--- src/rtl/serial_arith_pkg.sv ---
// ============================================================================
// Module   : serial_arith_pkg
// Brief    : Shared FSM encoding and default width for the bit-serial arithmetic blocks.
// Revision : 1.0 - initial release
// ============================================================================
`default_nettype none

package serial_arith_pkg;

  localparam int SERIAL_WIDTH = 4;

  typedef enum logic [1:0] {
    ST_IDLE = 2'd0,
    ST_RUN  = 2'd1,
    ST_DONE = 2'd2
  } state_t;

endpackage

`default_nettype wire

--- src/rtl/full_subtractor.sv ---
// ============================================================================
// Module   : full_subtractor
// Brief    : One-bit full subtractor computing a - b - bin.
// Revision : 1.0 - initial release
// ============================================================================
`default_nettype none

module full_subtractor (
  input  logic a,
  input  logic b,
  input  logic bin,
  output logic diff,
  output logic bout
);

  assign diff = a ^ b ^ bin;
  assign bout = (~a & b) | (~(a ^ b) & bin);

endmodule

`default_nettype wire

--- src/rtl/serial_subtractor.sv ---
// ============================================================================
// Module   : serial_subtractor
// Brief    : Bit-serial unsigned A - B, LSB first, with start/busy/done handshake.
// Revision : 1.0 - initial release
// ============================================================================
`default_nettype none

module serial_subtractor
  import serial_arith_pkg::*;
#(
  parameter int WIDTH = SERIAL_WIDTH
) (
  input  logic             clk,
  input  logic             rst_n,
  input  logic             start,
  input  logic [WIDTH-1:0] a_in,
  input  logic [WIDTH-1:0] b_in,
  output logic [WIDTH-1:0] diff,
  output logic             borrow_out,
  output logic             busy,
  output logic             done
);

  localparam int               CNT_W  = $clog2(WIDTH);
  localparam logic [CNT_W-1:0] C_LAST = CNT_W'(WIDTH - 1);

  state_t           r_state;
  state_t           w_state_next;
  logic             w_accept;
  logic             w_last;
  logic [WIDTH-1:0] r_a;
  logic [WIDTH-1:0] r_b;
  logic [WIDTH-1:0] r_diff;
  logic [CNT_W-1:0] r_cnt;
  logic             r_bw;
  logic             r_borrow;
  logic             w_d;
  logic             w_bout;

  full_subtractor u_fs (
    .a    (r_a[0]),
    .b    (r_b[0]),
    .bin  (r_bw),
    .diff (w_d),
    .bout (w_bout)
  );

  assign w_last = (r_state == ST_RUN) && (r_cnt == C_LAST);

  always_ff @(posedge clk or negedge rst_n) begin
    if (!rst_n) begin
      r_state <= ST_IDLE;
    end else begin
      r_state <= w_state_next;
    end
  end

  // A new operation can be launched from IDLE or directly from the DONE cycle.
  always_comb begin
    w_state_next = r_state;
    w_accept     = 1'b0;
    case (r_state)
      ST_IDLE: begin
        if (start) begin
          w_accept     = 1'b1;
          w_state_next = ST_RUN;
        end
      end
      ST_RUN: begin
        if (w_last) begin
          w_state_next = ST_DONE;
        end
      end
      ST_DONE: begin
        if (start) begin
          w_accept     = 1'b1;
          w_state_next = ST_RUN;
        end else begin
          w_state_next = ST_IDLE;
        end
      end
      default: w_state_next = ST_IDLE;
    endcase
  end

  always_ff @(posedge clk or negedge rst_n) begin
    if (!rst_n) begin
      r_a      <= '0;
      r_b      <= '0;
      r_diff   <= '0;
      r_cnt    <= '0;
      r_bw     <= 1'b0;
      r_borrow <= 1'b0;
    end else if (w_accept) begin
      r_a    <= a_in;
      r_b    <= b_in;
      r_diff <= '0;
      r_cnt  <= '0;
      r_bw   <= 1'b0;
    end else if (r_state == ST_RUN) begin
      // Difference bits enter at the MSB so the first (LSB) bit lands at bit 0 after WIDTH shifts.
      r_diff <= {w_d, r_diff[WIDTH-1:1]};
      r_a    <= {1'b0, r_a[WIDTH-1:1]};
      r_b    <= {1'b0, r_b[WIDTH-1:1]};
      r_bw   <= w_bout;
      r_cnt  <= r_cnt + CNT_W'(1);
      if (w_last) begin
        r_borrow <= w_bout;
      end
    end
  end

  assign diff       = r_diff;
  assign borrow_out = r_borrow;
  assign busy       = (r_state == ST_RUN);
  assign done       = (r_state == ST_DONE);

endmodule

`default_nettype wire

--- config.mk ---
export PLATFORM = sky130hd
export DESIGN_NAME = serial_subtractor
export DESIGN_NICKNAME = d
export VERILOG_FILES = /design/src/rtl/serial_arith_pkg.sv /design/src/rtl/full_subtractor.sv /design/src/rtl/serial_subtractor.sv
export SDC_FILE = /design/constraint.sdc
export NUM_CORES = 1
export LEC_CHECK = 0
export CORE_ASPECT_RATIO = 0.7
export CORE_MARGIN = 2
export CORE_UTILIZATION = 25
export DETAILED_ROUTE_END_ITERATION = 7
export PLACE_DENSITY = 0.48
export RECOVER_POWER = 100
export SYNTH_ARGS = -nofsm -noshare
export SYNTH_HDL_FRONTEND = slang
export SYNTH_SLANG_ARGS = --single-unit
--- constraint.sdc ---
create_clock -name clk -period 1.15 [get_ports clk]
set_input_delay 0.1725 -clock clk [delete_from_list [all_inputs] [get_ports clk]]
set_output_delay 0.1725 -clock clk [all_outputs]
set_load 0.005 [all_outputs]
# [Yosys cells after proc, flatten, opt, wreduce, memory -nomap -nowiden]
# Index checks and enable logic that the tools add are counted.
[totals] reg_bits=18 output_inout_bits=7 elab_cells=43
[classes] addsub=1 n_eq_ne=5 n_mux=16 bitwise_logic=8 n_reduce_logical=6
[op_table] cell="$mux W4" count=6
[op_table] cell="$mux W2" count=4
[op_table] cell="$pmux W2 S3" count=1
[op_table] cell="$mux W1" count=5
[op_table] cell="$eq A2 B2 Y1 const B" count=2
[op_table] cell="$not A1 Y1" count=3
[op_table] cell="$reduce_and A3 Y1" count=1
[op_table] cell="$add A2 B1 Y2 const B" count=1
[op_table] cell="$and A1 B1 Y1" count=2
[op_table] cell="$eq A2 B1 Y1 const B" count=1
[op_table] cell="$logic_not A2 Y1" count=1
[op_table] cell="$ne A2 B1 Y1 const B" count=1
[op_table] cell="$ne A2 B2 Y1 const B" count=1
[op_table] cell="$reduce_and A2 Y1" count=1
[op_table] cell="$reduce_bool A2 Y1" count=1
[op_table] cell="$reduce_or A2 Y1" count=1
[op_table] cell="$xor A1 B1 Y1" count=2
[op_table] cell="$logic_and A1 B1 Y1" count=1
[op_table] cell="$or A1 B1 Y1" count=1

# [Longest topological paths before layout]
# Gate-level depths: netlist of the first run.
[logic_depth] word_depth=6 depth_mapped=4 ltp_nobuf=4

# [Hierarchy]
# A second synthesis of the first run with hierarchy kept.
[hier_totals] hier_cells=73 hier_area_um2=947.2
[by_module_without_submodules] mod="serial_subtractor" n_inst=1 cells_per_inst=69 area_each_um2=915.9
[by_module_without_submodules] mod="full_subtractor" n_inst=1 cells_per_inst=4 area_each_um2=31.3

# [Least setup slack after synthesis of the first run]
# No wires, ideal clock.
[synth_path] path_kind="register to register" start="reg r_cnt[0]" end="reg r_cnt[1]" setup_ps=121 t_arrival_ps=1094 required_time_ps=1029 slack_ps=-65 path_stages_with_launch=4 n_path_buf=0 cell_sequence="dfrtp_1 > ha_1 > mux2_2 > a22o_2"
[synth_between] elab_chain_len=3
[synth_lines] element="start, declared" line="serial_subtractor.sv:34" source="logic [CNT_W-1:0] r_cnt;"
[synth_lines] element="start signal, assigned" line="serial_subtractor.sv:106" source="r_cnt <= r_cnt + CNT_W'(1);"
[synth_lines] element="$add A2 B1 Y2" line="serial_subtractor.sv:106"
[synth_lines] element="$mux W2" line="serial_subtractor.sv:100" source="end else if (r_state == ST_RUN) begin"
[synth_lines] element="$mux W2" line="serial_subtractor.sv:94" source="end else if (w_accept) begin"
# No other way between the ends. The select of a mux whose other input is x is not followed.
# A chain may end at the register's enable or synchronous reset.

# [Final worst setup path of the first run]
[layout_path] start="reg r_state[1]" end="reg r_diff[0], in the netlist diff[0]"
[layout_between] elab_chain_len=4 elab_cells_between_ends=7 cone_classes="eq/ne (2); mux (2); reduce/logical (3)"
[layout_lines] element="start, declared" line="serial_subtractor.sv:27" source="state_t r_state;"
[layout_lines] element="start signal, assigned" line="serial_subtractor.sv:54" source="r_state <= w_state_next;"
[layout_lines] element="$eq A2 B2 Y1 or $logic_not A2 Y1 (tied branches)" line="serial_subtractor.sv:62" source="case (r_state)"
[layout_lines] element="$reduce_or A2 Y1 (no line)"
[layout_lines] element="$mux W1"
[layout_lines] element="$mux W4 or $reduce_bool A2 Y1 (tied branches)"
[layout_lines] element="end signal, assigned" line="serial_subtractor.sv:102" source="r_diff <= {w_d, r_diff[WIDTH-1:1]};"
[layout_lines] element="end, declared" line="serial_subtractor.sv:33" source="logic [WIDTH-1:0] r_diff;"
# Several ways; a longest one is shown, not always the timed one.

==> impl_metrics.ini, run 1 <==
[critical_path]
cp_data_arrival_time_ns = 1.41
critical_path_class = flop to flop
path_max_fanout = 8
worstSetupStartpoint = r_state[1]$_DFFE_PN0P_
crit_slowest_cell = dfrtp_1
slowest_delay_ns = 0.38
end_kind = flop
r2r-start = r_state[1]$_DFFE_PN0P_
critPathLaunchType = flop
required_ns = 1.29
cp_cell_sequence = buf_6, buf_8, mux2_2, a22o_2

[route]
routedWlPerCell_um = 13.4
routed_wl_um = 2050
dr.pass1.iters = 3
drtIter0Drc = 30
ant_nets = 0
vias = 695
viasPerCell = 4.54
drc = 0

[floorplanning]
core_region_area_um2 = 3170
dieArea_um2 = 3820
pin_count = 18
die_width_um = 73.1
start_util_pct = 26.3
rows = 17
fp.dieH_um = 52.3

[timing]
clock.fmax_ghz = 0.789
fin_crit_sh_pct = 110
maxSlewHeadroom_pct = 68.8
fin_hold_ws_ns = 0.394
tightestPinTransition_ns = 0.468
slew_violations = 0
hold_viol = 0
finalWorstSetupSlack_ns = -0.118
timing.final.crit_period_ns = 1.27
finalClockSkew_ns = 0.00162
finalSetupViolCount = 14
rsz0062_at_grt = true

[cts]
cts_tree = yes
cts_root_buf = clkbuf_8
cts_buffers = 3
clk_path_buf_depth = 2
clk_latency_ns = 0.25
clk_pin_slew_ns = 0.07
htreeDepth = 1
cts_sinks = 18

[power_and_ir_drop]
p_seq_share_pct = 29.0
p_sw_w = 0.00129
power.share.switching_pct = 33.3
leakagePower_nw = 0.688
power.density_nw_per_um2 = 2720
peakVddDrop_v = 0.00114
p_comb_share_pct = 57.7
p_int_w = 0.00258
clock_power_share_pct = 13.3

[global_routing]
grt_max_degree = 19
grt-ovfl-total = 0
grt_pass1_vias = 707
grt_usage_pct = 12.1
grt_pass1_wl_um = 3370
antenna_found_initial = 0

[cells_and_area]
n_antenna_cell = 0
area_growth_pct = 70.2
num-fill-cells = 310
fin_nets = 129
final_area_um2 = 1420
drive_above_1_share_pct = 57.4

[logic_synthesis]
syn_avg_cell_area_um2 = 11.9
synth_seq_cells = 18
syn_inst = 70
synth_top_cells_by_area = dfrtp_1, a22o_2, a21oi_1
synth_enable_flop_cells = 0
synth_top_area_share_pct = 54.0
synth_top_cell_by_area = dfrtp_1
async_reset_ff_share_pct = 100
syn_nets = 83
synth_most_common_cell = dfrtp_1
ys_seq_area_share_pct = 54.0
synth_cell_types = 25
netlist_area_um2 = 835
yosys_warnings = 0
synth.top_cells.by_count = dfrtp_1, a22o_2, inv_1, a21oi_1, o22ai_1
synthFlopType = dfrtp_1

[outcome]
outcome = complete, but fails checks
violations = negative setup slack

[place]
gp_congestion = 0.704
port_buffers = 17
dpl_cell_area_um2 = 1130
place_hpwl_um = 1320

[flow_run]
maxCapViolations = 0

[worst_hold_path]
hold_path_class = input pin to asynchronous set/reset pin
cells by family (layout without fill, tap and decap cells):
group	after synthesis	count (layout)	share of synthesized area, %
AO/OA/AOI/OAI	24	25	20.7
adder cells (fa/ha/maj)	2	2	3.90
flip-flops	18	18	54.0
multiplexers	5	5	6.90
buffers and inverters	11	55	6.45
AND/OR/NAND/NOR	10	10	8.10
layout make-up:
class | instances | area [um2] | area share (%)
multi-input combinational | 42 | 453 | 31.9
sequential | 18 | 452 | 31.8
timing repair buffer | 43 | 383 | 27.0
clock buffer | 4 | 55.1 | 3.88
tap | 38 | 47.5 | 3.35
inverter | 8 | 30.0 | 2.11
layer usage:
layer	global-route usage, %	vias up	routed length, um
met5	0	-	0
met4	2.78	0	11
met3	5.00	2	102
met2	16.5	14	875
met1	17.5	340	1060
li1	-	339	-
worst max-delay path: cells and delay by family (launching register included):
family | cells | cell delay [ns]
flops | 1 | 0.38
mux | 1 | 0.33
buf+inv | 2 | 0.24
compound gates | 1 | 0.21
sequential cells by signal, summed over array words and instances, names as in the netlist:
register / count
borrow_out: 1
r_a: 4
diff: 4
r_cnt: 2
r_b: 4
r_bw: 1
r_state: 2
what timing repair did:
action,in CTS,in global routing
gates cloned,1,0
hold buffers,0,0
pin swaps,9,8
resized for setup,39,11
buffers inserted,8,5
endpoints found under the hold margin,0,0
endpoints found under the setup margin,20,20
through the flow:
stage / TNS, ns / util (%) / setup slack, ns / instances / total power [W]
2_1_floorplan: -0.107 / - / -0.0575 / 70 / 0.00195
3_3_place_gp: -3.83 / 35.8 / -0.326 / 136 / 0.00267
3_5_place_dp: -3.98 / 35.8 / -0.332 / 136 / 0.00268
4_1_cts: -1.26 / 42.5 / -0.130 / 149 / 0.00366
5_1_grt: -1.94 / 44.8 / -0.152 / 153 / 0.00417
6_report: -1.17 / 44.8 / -0.118 / 153 / 0.00386
placed cells by master (no fill, tap or decap), types with 3 or more instances in the layout:
master and count:
a22o_2 5, clkbuf_8 4, a22o_4 3, dfrtp_1 17, a21oi_1 4, inv_1 4
clkdlybuf4s50_1 8, buf_6 7, buf_4 17, dlygate4sd2_1 5, o22ai_2 3, inv_2 4
power groups by stage:
stage | Clock, W | Combinational, W | Sequential [W]
detailed placement | 0 | 0.00154 | 0.00114
finish | 0.000513 | 0.00223 | 0.00112
global route | 0.000571 | 0.00245 | 0.00116
global placement | 0 | 0.00153 | 0.00114
CTS | 0.000537 | 0.00201 | 0.00112
floorplan | 0 | 0.000861 | 0.00109
path summary, 6_finish.rpt:
path	end	slack, ns	depth (start not counted)
setup / recovery	diff[0]$_DFFE_PN0P_	-0.12	4
hold / removal	r_b[0]$_DFFE_PN0P_	0.39	2
setup reg to reg	diff[0]$_DFFE_PN0P_	-0.12	4
hold reg to reg	borrow_out$_DFFE_PN0P_	0.50	2
max in group asynchronous	r_state[0]$_DFFE_PN0P_	0.41	2
min in group clk	borrow_out$_DFFE_PN0P_	0.50	2
Note: power is estimated with default switching activity, not from simulation.
==> inputs of run 2 (changes only) <==
--- a/config.mk
+++ b/config.mk
@@ -9,7 +9,7 @@
 export CORE_MARGIN = 2
 export CORE_UTILIZATION = 25
 export DETAILED_ROUTE_END_ITERATION = 7
-export PLACE_DENSITY = 0.48
+export PLACE_DENSITY_LB_ADDON = 0.15
 export RECOVER_POWER = 100
 export SYNTH_ARGS = -nofsm -noshare
 export SYNTH_HDL_FRONTEND = slang
==> run 2 against run 1 <==
  * Clock skew grew 0.0023 ns
  * The flow still finishes with violations (negative setup slack)
  * Fmax fell by 2.2%
  * Via count is 2.6% higher
  * Sequential share of layout area fell by 0.45 points
  * Critical path depth increased by 1
  * Combinational power grew 4%
  * Non-clock buffer count increased by 4
==> impl_metrics.ini, run 2 (synthesis gave the netlist of run 1 again) <==
[floorplanning]
core_region_area_um2 = 3170
fp.dieH_um = 52.3
rows = 17
dieArea_um2 = 3820
die_width_um = 73.1
pin_count = 18
start_util_pct = 26.3

[place]
gp_congestion = 0.720
place_hpwl_um = 1360
port_buffers = 17
dp_cells = 138

[timing]
finalSetupViolCount = 17
maxSlewHeadroom_pct = 67.6
tightestPinTransition_ns = 0.487
rsz0062_at_grt = true
finalWorstSetupSlack_ns = -0.145
slew_violations = 0
timing.final.crit_period_ns = 1.30
finalClockSkew_ns = 0.00390
clock.fmax_ghz = 0.772
fin_crit_sh_pct = 113
fin_hold_ws_ns = 0.398
hold_viol = 0

[route]
ant_nets = 0
routedWlPerCell_um = 14.2
vias = 713
drc = 0
routed_wl_um = 2210
viasPerCell = 4.57
dr.pass1.iters = 3
drtIter0Drc = 28

[cts]
clk_pin_slew_ns = 0.07
htreeDepth = 1
cts_sinks = 18
cts_root_buf = clkbuf_8
hold_buffers = 0
clk_path_buf_depth = 2
cts_tree = yes
clk_latency_ns = 0.25
cts_buffers = 3

[global_routing]
grt-ovfl-total = 0
grt_pass1_vias = 757
grt_usage_pct = 12.8
grt_max_degree = 19
grt_pass1_wl_um = 3590
antenna_found_initial = 0

[power_and_ir_drop]
leakagePower_nw = 0.703
peakVddDrop_v = 0.00102
power.density_nw_per_um2 = 2750

[cells_and_area]
mostFrequentLayoutCells = buf_4, dfrtp_1, clkdlybuf4s50_1, buf_6
multi_input_area_um2 = 444
drive_above_1_share_pct = 59.3
utilization_pct = 45.3
num-fill-cells = 305
n_antenna_cell = 0
final_common_cell = buf_4
final_cells = 156
fin_nets = 132
area_growth_pct = 72.1
final-seq-area_um2 = 450

[outcome]
violations = negative setup slack
outcome = complete, but fails checks

[worst_hold_path]
hold_path_class = input pin to asynchronous set/reset pin

[critical_path]
cp_data_arrival_time_ns = 1.44
r2r-end = diff[1]$_DFFE_PN0P_
critical_path_class = flop to flop
r2r-start = r_state[0]$_DFFE_PN0P_
end_kind = flop
reg2reg_depth = 5
critPathLaunchType = flop
required_ns = 1.29
r2r_slack_ns = -0.15
path_max_fanout = 5

[flow_run]
maxCapViolations = 0
-- run 2: area by class of cell --
cell class | instances | area share [%]
clock buffers | 4 | 3.83
inverters | 8 | 2.09
multi-input cells | 41 | 30.9
flip-flops and latches | 18 | 31.4
well taps | 38 | 3.31
repair buffers | 47 | 28.5
-- run 2: layer usage --
metal	up-vias	part of all wire, %	track usage, %	wire length [um]
met2	16	45	19.4	994
met5	-	0	0	0
met3	4	4.2	5.00	92
met4	0	1.1	2.47	24
li1	342	-	-	-
met1	351	50	17.3	1100
-- run 2: worst max path at each step --
| stage | from | endpoint | slack [ns] | cells after the start |
|---|---|---|---|---|
| floorplan | r_cnt[1]$_DFFE_PN0P_ | r_cnt[1]$_DFFE_PN0P_ | -0.06 | 3 |
| global placement | start | r_cnt[0]$_DFFE_PN0P_ | -0.33 | 4 |
| detailed placement | start | r_cnt[0]$_DFFE_PN0P_ | -0.37 | 4 |
| CTS | r_state[0]$_DFFE_PN0P_ | diff[3]$_DFFE_PN0P_ | -0.14 | 5 |
| global route | r_state[0]$_DFFE_PN0P_ | diff[3]$_DFFE_PN0P_ | -0.19 | 6 |
| finish | r_state[0]$_DFFE_PN0P_ | diff[1]$_DFFE_PN0P_ | -0.15 | 5 |
-- run 2: worst max-delay path, cell delays in order (launching register included) --
cell and delay (ns):
dfrtp_1 0.39, buf_6 0.13, buf_6 0.12, a21o_4 0.22
buf_6 0.12, a22o_2 0.20
-- run 2: power breakdown --
part,total (W),switching [W],internal (W)
Sequential,0.00109,0.000172,0.000920
Clock,0.000529,0.000225,0.000304
Combinational,0.00233,0.000933,0.00140
-- run 2: timing repair --
item / 4_1_cts / 5_1_grt
buffers inserted: 14 / 1
setup endpoints to repair: 20 / 19
gates resized for setup: 41 / 9
pin swaps: 8 / 4
-- run 2: per-stage QoR --
stage | total power, W | TNS (ns) | instance area, um2 | setup slack (ns)
final | 0.00395 | -1.29 | 1440 | -0.145
after global routing | 0.00425 | -2.31 | 1440 | -0.195
after CTS | 0.00380 | -1.16 | 1390 | -0.136
after detailed placement | 0.00271 | -4.55 | 1150 | -0.368
after global placement | 0.00269 | -4.05 | 1150 | -0.334
after floorplan | 0.00195 | -0.107 | 835 | -0.0575
==> inputs of run 3 (changes only) <==
--- a/config.mk
+++ b/config.mk
@@ -9,6 +9,7 @@
 export CORE_MARGIN = 2
 export CORE_UTILIZATION = 25
 export DETAILED_ROUTE_END_ITERATION = 7
+export GPL_TIMING_DRIVEN = 1
 export PLACE_DENSITY_LB_ADDON = 0.15
 export RECOVER_POWER = 100
 export SYNTH_ARGS = -nofsm -noshare
==> results of run 3 <==
No change in the layout: final DEF, timing and power equal those of run 2.
